--- src/rtl/bcd_timer_ctrl.sv ---
// bcd_timer_ctrl: sequencer for a chain of DIGITS cascaded BCD digit counters.
// Owns the counters' load, clear and per-digit enables. It builds the carry chain
// and stops the chain when the counters equal a programmable target.
// Optional feature macro: BCD_TIMER_AUTORELOAD_EN. When it is defined, DONE reloads
// preset_q and resumes RUN, which gives periodic operation.
//
// Handshake note: there is no valid/ready pairing here. Every cmd_* input is a
// single-cycle request, sampled on the rising edge of CLK and acted on at that edge.
// Requests that arrive in a state that does not accept them are dropped, so no
// request is ever held pending.
module bcd_timer_ctrl #(
    parameter int DIGITS = 4
) (
    input  logic                  CLK,
    input  logic                  Clear_b,
    input  logic                  tick,
    input  logic                  cmd_start,
    input  logic                  cmd_stop,
    input  logic                  cmd_load,
    input  logic                  cmd_clear,
    input  logic [4*DIGITS-1:0]   preset,
    input  logic [4*DIGITS-1:0]   target,
    input  logic [4*DIGITS-1:0]   digit_q,
    output logic                  cnt_load,
    output logic [4*DIGITS-1:0]   cnt_data,
    output logic [DIGITS-1:0]     cnt_en,
    output logic                  cnt_clr_b,
    output logic                  running,
    output logic                  done,
    output logic                  wrap,
    output logic [2:0]            state_dbg
);
    localparam int W = 4 * DIGITS;

    typedef enum logic [2:0] {
        S_IDLE  = 3'd0,
        S_LOAD  = 3'd1,
        S_CLR   = 3'd2,
        S_RUN   = 3'd3,
        S_PAUSE = 3'd4,
        S_DONE  = 3'd5
    } state_t;

    state_t         state_q, state_d;
    logic [W-1:0]   preset_q, preset_d;
    logic           cnt_clr_b_q, cnt_clr_b_d;
    logic           done_q, done_d;
    logic           wrap_q, wrap_d;
    logic           at_target;
    logic           carry_c;
`ifdef BCD_TIMER_AUTORELOAD_EN
    // Marks a LOAD that DONE started itself, so that LOAD goes on to RUN instead of IDLE.
    logic           reload_q, reload_d;
`endif

    assign at_target = (digit_q == target);

    // Carry chain: digit 0 counts on a tick in RUN, and each higher digit counts only when every digit below it is exactly 9
    always_comb begin
        cnt_en  = '0;
        carry_c = (state_q == S_RUN) && tick && !at_target;
        for (int i = 0; i < DIGITS; i++) begin
            cnt_en[i] = carry_c;
            carry_c   = carry_c && (digit_q[4*i +: 4] == 4'd9);
        end
    end

    // Next state, with command priority clear > load > stop > start
    always_comb begin
        state_d  = state_q;
        preset_d = preset_q;
`ifdef BCD_TIMER_AUTORELOAD_EN
        reload_d = 1'b0;
`endif
        unique case (state_q)
            S_IDLE, S_PAUSE: begin
                if (cmd_clear) begin
                    state_d = S_CLR;
                end else if (cmd_load) begin
                    state_d  = S_LOAD;
                    preset_d = preset;
                end else if (!cmd_stop && cmd_start) begin
                    state_d = S_RUN;
                end
            end
            S_RUN: begin
                if (cmd_clear) begin
                    state_d = S_CLR;
                end else if (cmd_load) begin
                    state_d  = S_LOAD;
                    preset_d = preset;
                end else if (cmd_stop) begin
                    state_d = S_PAUSE;
                end else if (at_target) begin
                    state_d = S_DONE;
                end
            end
            S_DONE: begin
                if (cmd_clear) begin
                    state_d = S_CLR;
                end else if (cmd_load) begin
                    state_d  = S_LOAD;
                    preset_d = preset;
`ifdef BCD_TIMER_AUTORELOAD_EN
                end else if (cmd_stop) begin
                    state_d = S_PAUSE;
                end else begin
                    state_d  = S_LOAD;
                    reload_d = 1'b1;
`endif
                end
            end
            S_LOAD: begin
                state_d = S_IDLE;
`ifdef BCD_TIMER_AUTORELOAD_EN
                if (reload_q) begin
                    if (cmd_clear) begin
                        state_d = S_CLR;
                    end else if (cmd_load) begin
                        state_d  = S_LOAD;
                        preset_d = preset;
                    end else if (cmd_stop) begin
                        state_d = S_PAUSE;
                    end else begin
                        state_d = S_RUN;
                    end
                end
`endif
            end
            S_CLR: begin
                state_d = S_IDLE;
            end
            default: begin
                state_d = S_IDLE;
            end
        endcase
    end

    // Registered strobes: the clear is low for the whole CLR cycle; done and wrap are one-cycle pulses after the event
    always_comb begin
        cnt_clr_b_d = (state_d != S_CLR);
        done_d      = (state_q == S_RUN) && (state_d == S_DONE);
        wrap_d      = cnt_en[DIGITS-1] && (digit_q[W-1 -: 4] == 4'd9);
    end

    // State and strobe registers; reset clears the counters through cnt_clr_b
    always_ff @(posedge CLK) begin
        if (!Clear_b) begin
            state_q     <= S_IDLE;
            preset_q    <= '0;
            cnt_clr_b_q <= 1'b0;
            done_q      <= 1'b0;
            wrap_q      <= 1'b0;
`ifdef BCD_TIMER_AUTORELOAD_EN
            reload_q    <= 1'b0;
`endif
        end else begin
            state_q     <= state_d;
            preset_q    <= preset_d;
            cnt_clr_b_q <= cnt_clr_b_d;
            done_q      <= done_d;
            wrap_q      <= wrap_d;
`ifdef BCD_TIMER_AUTORELOAD_EN
            reload_q    <= reload_d;
`endif
        end
    end

    assign cnt_load  = (state_q == S_LOAD);
    assign cnt_data  = preset_q;
    assign cnt_clr_b = cnt_clr_b_q;
    assign running   = (state_q == S_RUN);
    assign done      = done_q;
    assign wrap      = wrap_q;
    assign state_dbg = state_q;

endmodule

--- config.mk ---
export PLATFORM = sky130hd
export DESIGN_NAME = bcd_timer_ctrl
export DESIGN_NICKNAME = d
export VERILOG_FILES = /design/src/rtl/bcd_timer_ctrl.sv
export SDC_FILE = /design/constraint.sdc
export NUM_CORES = 1
export LEC_CHECK = 0
export ABC_AREA = 1
export BUFFER_PORTS_ARGS = -buffer_cell sky130_fd_sc_hd__buf_2
export CAP_MARGIN = 30
export CORE_MARGIN = 4
export CORE_UTILIZATION = 44
export DETAILED_ROUTE_END_ITERATION = 16
export PLACE_DENSITY_LB_ADDON = 0.05
export SYNTH_ARGS = -nofsm -noshare
export SYNTH_HDL_FRONTEND = slang
export SYNTH_SLANG_ARGS = --single-unit
--- constraint.sdc ---
create_clock -name CLK -period 1.7 [get_ports CLK]
set_input_delay 0.085 -clock CLK [delete_from_list [all_inputs] [get_ports CLK]]
set_output_delay 0.085 -clock CLK [all_outputs]
set_load 0.03 [all_outputs]
==> run summary, run 1 <==
Max IR drop VDD: 0.565 mV
met2 Resource Use GR: 29.6%
routed vias/inst: 4.47
CTS Sinks: 22
CTS Buf Count: 3
crit share post-route: 94.2%
Net Switching: 386 uW
Multi-input gate area: 800 sq um
Synth Area in Compound Gates: 11.2%
average size of a mapped cell: 6.39 sq um
Seq pwr share: 47.7%
max-cap violation count: 0
DRT Pass-1 Iters: 4
Fmax achieved: 624 MHz
GRT busiest layer: met2
initial antenna violation count: 0
Final Hold Vio Count: 0
wire length per cell: 9.94 um
Pins Over Slew Limit: 0
internal power: 775 uW
critical path class: reg -> out
die area: 4300 sq um
Syn Nets: 283
register area share after synthesis: 30.2%
Final Core Density: 63.8%
slew of the pin with the lowest slew margin: 0.361 ns
Final Routed Wirelength: 3.58 mm
Placer Congestion: 0.877
Total GRT Usage: 17.1%
vias in the first global route: 1,476
commonest non-fill, non-tap cells in the layout: buf_2, nand2_1, inv_1
number of port buffers: 82
leakage power: 1.14 nW
GRT overflow: 0
Synth Register Bits: 22
CP arrival: 1.52 ns
largest family of logic cells by synthesized area: simple AND/OR/NAND/NOR gates
depth of the CTS H-tree: 1
switch share: 33.3%
status: completed
I/O pin count: 83
most common cell after layout, fill and taps aside: buf_2
n_diodes: 0
Iter 0 DRT Violations: 57
XOR/XNOR share of the synthesized area: 0%
mux share of post-synthesis cell area: 0%
Distinct cells, synth: 27
Worst Path Required: 1.62 ns
clock network power share: 20.5%
row cnt: 20
Die W: 65.6 um
Initial Util: 47.0%
Area Growth Syn to Fin: 35.8%
met3 GRT Util: 4.62%
core area: 3100 sq um
met1 capacity usage during global routing: 21.9%
Pwr Density: 587 nW/um^2
largest net degree at the start of global routing: 20
Die Ht: 65.6 um
Post-Synth Adder-Cell Area: 0%
hold bufs inserted after CTS: 0
FF+latch area: 447 sq um
combinational power share: 31.8%
crit path launch type: flop
nets: 372
min cycle time layout: 1.60 ns
design area: 1980 sq um
Max Clock Skew: 0.00743 ns
drt drc: 0
placed standard-cell area: 1910 sq um
final setup violation count: 0
Post-Synth Simple-Gate Area: 42.9%
via count: 1,610
Syn Inst Count: 228
Tightest Hold Check Type: in -> reg
register clock-pin slew on the reported worst setup and hold paths: 0.12 ns
global-route wire length before repair: 5.98 mm
fill count: 321
Syn Std Cell Area: 1460 sq um
worst rel slew slack: 75.7%
share of layout cells above drive strength 1: 39.9%
Synth warnings: 0
root buffer cell: clkbuf_4
post-DP HPWL: 2.92 mm
Clock Path Buffers: 2
CTS tree: done
Setup crit end kind: output port
Worst Path Max Fanout: 3
Clk Latency, worst-skew pair: 0.30 ns
Routed Antenna Nets: 0
-- path summary, 6_finish.rpt --
kind	endpoint	slack, ns	startpoint	depth (start not counted)
max	cnt_en[3]	0.1	state_dbg[1]$_SDFF_PN0_	7
min	cnt_data[14]$_SDFFE_PN0P_	0.03	preset[14]	3
max reg2reg	cnt_data[7]$_SDFFE_PN0P_	0.18	state_dbg[1]$_SDFF_PN0_	10
min reg2reg	cnt_data[3]$_SDFFE_PN0P_	0.47	cnt_data[3]$_SDFFE_PN0P_	2
-- power groups by stage --
stage                     sequential, mW  clock, mW  combinational, mW
after detailed placement           0.566          0              0.365
final                              0.554      0.238              0.369
after floorplan                    0.618          0              0.190
after global routing               0.559      0.274              0.412
after CTS                          0.555      0.254              0.366
after global placement             0.567          0              0.361
-- cell families (layout without fill, tap and decap cells) --
| group | after synthesis | after routing |
|---|---|---|
| buffers and inverters | 51 | 139 |
| AO/OA/AOI/OAI | 24 | 24 |
| flip-flops | 22 | 22 |
| AND/OR/NAND/NOR | 131 | 131 |
-- Yosys cell counts --
cell	count	area (sq um)
clkinv_1	1	3.75
nand4_1	2	12.5
buf_12	1	20.0
nor2_2	1	6.26
clkbuf_1	1	3.75
nor3_1	2	10.0
nor2_1	21	78.8
buf_4	1	7.51
inv_2	3	11.3
nand2_4	2	22.5
nand2_1	79	297
buf_6	1	11.3
nand3_1	10	50.1
a211oi_1	1	7.51
buf_2	1	5.00
nand3_2	10	100
a21oi_1	10	50.1
a21oi_2	10	87.6
nor3_4	1	16.3
nor4_1	2	12.5
inv_8	1	11.3
nand3b_4	1	20.0
o21ai_0	1	5.00
a31oi_1	1	6.26
o21bai_1	1	7.51
inv_1	41	154
dfxtp_1	22	440
-- critical path, cell delays in order (launching register included) --
cell	delay (ns)
dfxtp_2	0.37
inv_2	0.05
nor3_4	0.19
inv_2	0.07
nor2_1	0.09
nand4_1	0.15
nor2_2	0.16
buf_6	0.14
-- area by class of cell --
type	instances	area share [%]
clock buffers	4	1.33
repair buffers	89	23.8
inverters	46	9.10
flip-flops and latches	22	22.6
well taps	44	2.78
multi-input cells	155	40.4
-- metrics by stage --
| step | hold slack, ns | instances | TNS [ns] | total power, mW | worst slack [ns] |
|---|---|---|---|---|---|
| 3_5_place_dp | 0.355 | 352 | 0 | 0.931 | 0.257 |
| 6_report | 0.0323 | 360 | 0 | 1.16 | 0.0985 |
| 4_1_cts | 0.0202 | 356 | 0 | 1.17 | 0.000424 |
| 2_1_floorplan | 0.201 | 228 | 0 | 0.808 | 0.0155 |
| 3_3_place_gp | 0.351 | 352 | 0 | 0.928 | 0.269 |
| 5_1_grt | 0.0179 | 360 | -0.0241 | 1.24 | -0.0171 |
-- flip-flops by register name, indices dropped and copies added, names as in the netlist --
register / count
cnt_clr_b: 1
cnt_data: 16
done: 1
state_dbg: 3
wrap: 1
-- per-layer routing --
layer	wire (um)	up-vias
li1	-	880
met5	0	-
met2	1530	59
met1	1740	669
met3	307	2
met4	6	0
-- timing repair --
action	4_1_cts	5_1_grt
gates cloned	0	0
gates resized for setup	3	0
pin swaps	1	2
buffers inserted	0	4
endpoints found under the hold margin	0	0
endpoints found under the setup margin	2	2
Note: power is estimated with default switching activity, not from simulation.
==> run 2: changes to the inputs <==
--- a/config.mk
+++ b/config.mk
@@ -8,8 +8,8 @@
 export ABC_AREA = 1
 export BUFFER_PORTS_ARGS = -buffer_cell sky130_fd_sc_hd__buf_2
 export CAP_MARGIN = 30
-export CORE_MARGIN = 4
 export CORE_UTILIZATION = 44
+export CTS_CLUSTER_SIZE = 14
 export DETAILED_ROUTE_END_ITERATION = 16
 export PLACE_DENSITY_LB_ADDON = 0.05
 export SYNTH_ARGS = -nofsm -noshare
==> run 2 against run 1 <==
Non-clock buffer count is the same. Flip-flop and latch count is the same. Routed wire length shrank 7.5%. Global-route usage grew 3.0 points. Cell area grew 0.13%. Critical path depth shrank 1. Clock skew shrank 0.0052 ns.
==> run summary, run 2 (synthesis gave the netlist of run 1 again) <==
routed vias/inst: 4.49 (+0.37%)
post-DP HPWL: 2.68 mm (-8.4%)
crit path launch type: flop
Final Routed Wirelength: 3.31 mm (-7.5%)
max-cap violation count: 0 (unchanged)
Die Ht: 59.6 um (-9.2%)
register clock-pin slew on the reported worst setup and hold paths: 0.11 ns (about the same)
share of layout cells above drive strength 1: 39.9% (unchanged)
CP max stage cell: dfxtp_4
Worst R2R Start: state_dbg[2]$_SDFF_PN0_
Max IR drop VDD: 0.637 mV (+13%)
commonest non-fill, non-tap cells in the layout: buf_2, nand2_1, inv_1
crit-path leading delay family: simple AND/OR/NAND/NOR gates
GRT overflow: 0 (unchanged)
wire length per cell: 9.20 um (-7.5%)
CTS tree: done
I/O pin count: 83 (unchanged)
Final Hold Vio Count: 0 (unchanged)
Area Growth Syn to Fin: 36.0%
Max Clock Skew: 0.00220 ns (-0.00523 ns)
FF-to-FF End: cnt_data[14]$_SDFFE_PN0P_
crit share post-route: 91.8% (-2.4 points)
DP Cell Count: 352 (unchanged)
max reg flops: 16 (unchanged)
unrepaired setup endpoints after global routing: false
root buffer cell: clkbuf_4
Fmax achieved: 641 MHz (+2.6%)
initial antenna violation count: 0 (unchanged)
final setup violation count: 0 (unchanged)
Setup crit end kind: output port
setup TNS: 0 ns (unchanged)
Tightest Hold Check Type: in -> reg
nets: 372 (unchanged)
Worst Path Max Fanout: 5 (+2)
status: completed
Initial Util: 47.0% (unchanged)
number of port buffers: 82 (unchanged)
most common cell after layout, fill and taps aside: buf_2
die area: 3550 sq um (-17%)
hold bufs inserted after CTS: 0 (unchanged)
r2r setup slk: 0.18 ns (about the same)
row cnt: 20 (unchanged)
Clock Path Buffers: 2 (unchanged)
Placer Congestion: 0.876 (-0.10%)
WHS Path Cells: 3 (unchanged)
n_diodes: 0 (unchanged)
critical path class: reg -> out
Buf/Inv on CP: 2 (-1)
slowest stage delay, CP: 0.38 ns (about the same)
Crit. Startpoint: state_dbg[2]$_SDFF_PN0_
Pins Over Slew Limit: 0 (unchanged)
vias in the first global route: 1,381 (-6.4%)
Pwr Density: 580 nW/um^2 (-1.2%)
Layout Cells excl Fill: 360 (unchanged)
slew of the pin with the lowest slew margin: 0.360 ns (-0.00132 ns)
Hold EP: cnt_data[6]$_SDFFE_PN0P_
largest net degree at the start of global routing: 19 (-5.0%)
CTS Buf Count: 3 (unchanged)
Worst Path Required: 1.62 ns (about the same)
CTS Sinks: 22 (unchanged)
leakage power: 1.15 nW (+0.14%)
Iter 0 DRT Violations: 81 (+42%)
min cycle time layout: 1.56 ns (-0.0404 ns)
drt drc: 0 (unchanged)
depth of the CTS H-tree: 1 (unchanged)
Routed Antenna Nets: 0 (unchanged)
Die W: 59.6 um (-9.2%)
worst rel slew slack: 75.8% (+0.089 points)
Clk Latency, worst-skew pair: 0.29 ns (about the same)
Final Core Density: 63.9% (+0.081 points)
HP Start: preset[6]
Total GRT Usage: 20.0% (+3.0 points)
via count: 1,616 (+0.37%)
crit-path cells: nor3_4 > inv_2 > nor2_1 > nand4_1 > nor2_2 > buf_6
global-route wire length before repair: 5.49 mm (-8.2%)
CP arrival: 1.48 ns (-0.04 ns)
Worst R2R Path Depth: 9 (-1)
DRT Pass-1 Iters: 4 (unchanged)
core area: 3100 sq um (unchanged)
## run 2: changes by cell type in the layout (fill, tap and decap cells not counted)
cell	previous run	this run
dfxtp_2	2	1
dfxtp_4	1	2
## run 2: metal layers
layer / share of wire [%] / wire, um / track usage, % / up-vias
li1: - / - / - / 871
met1: 50 / 1660 / 28.7 / 675
met2: 42 / 1380 / 30.8 / 66
met3: 7.2 / 240 / 4.80 / 4
met4: 0.82 / 27 / 3.65 / 0
met5: 0 / 0 / 0 / -
## run 2: worst max-delay path by stage
stage | end | slack [ns] | depth (start not counted)
2_1_floorplan | cnt_data[10]$_SDFFE_PN0P_ | 0.02 | 10
3_3_place_gp | cnt_data[5]$_SDFFE_PN0P_ | 0.28 | 9
3_5_place_dp | cnt_data[14]$_SDFFE_PN0P_ | 0.25 | 9
4_1_cts | cnt_en[3] | 0.002 | 7
5_1_grt | cnt_en[3] | 0.001 | 6
6_report | cnt_en[3] | 0.14 | 6
## run 2: repair_timing
item                       in CTS  in global routing
gates cloned                    0                  0
pin swaps                       0                  2
setup buffers                   0                  4
setup endpoints to repair       2                  3
resized for setup               2                  2
## run 2: final cells by class
| class | count | area [sq um] |
|---|---|---|
| Fill cell | 319 | 1120 |
| Multi-Input combinational cell | 155 | 800 |
| Timing Repair Buffer | 89 | 472 |
| Sequential cell | 22 | 449 |
| Inverter | 46 | 180 |
| Tap cell | 44 | 55.1 |
| Clock buffer | 4 | 26.3 |
## run 2: report_power, final
part,internal [mW],switching (mW),leakage (nW),total [mW]
registers,0.540,0.0128,0.181,0.552
clock network,0.0913,0.137,0.0150,0.228
logic,0.142,0.226,0.949,0.368
total,0.773,0.376,1.15,1.15
## run 2: worst register-to-register path: cells and delay by family, from the launching register on
kind | cells | cell delay [ns]
AO/OA/AOI/OAI | 1 | 0.05
buffers and inverters | 3 | 0.36
flip-flops | 1 | 0.38
AND/OR/NAND/NOR | 5 | 0.62
## run 2: through the flow
stage	cell area [sq um]	hold slack, ns	total power [mW]	setup slack [ns]
floorplan	1470	0.201	0.808	0.0155
global placement	1910	0.353	0.925	0.277
detailed placement	1910	0.357	0.929	0.249
CTS	1950	0.0260	1.16	0.00199
global route	1980	0.0146	1.24	0.00123
finish	1980	0.0374	1.15	0.139
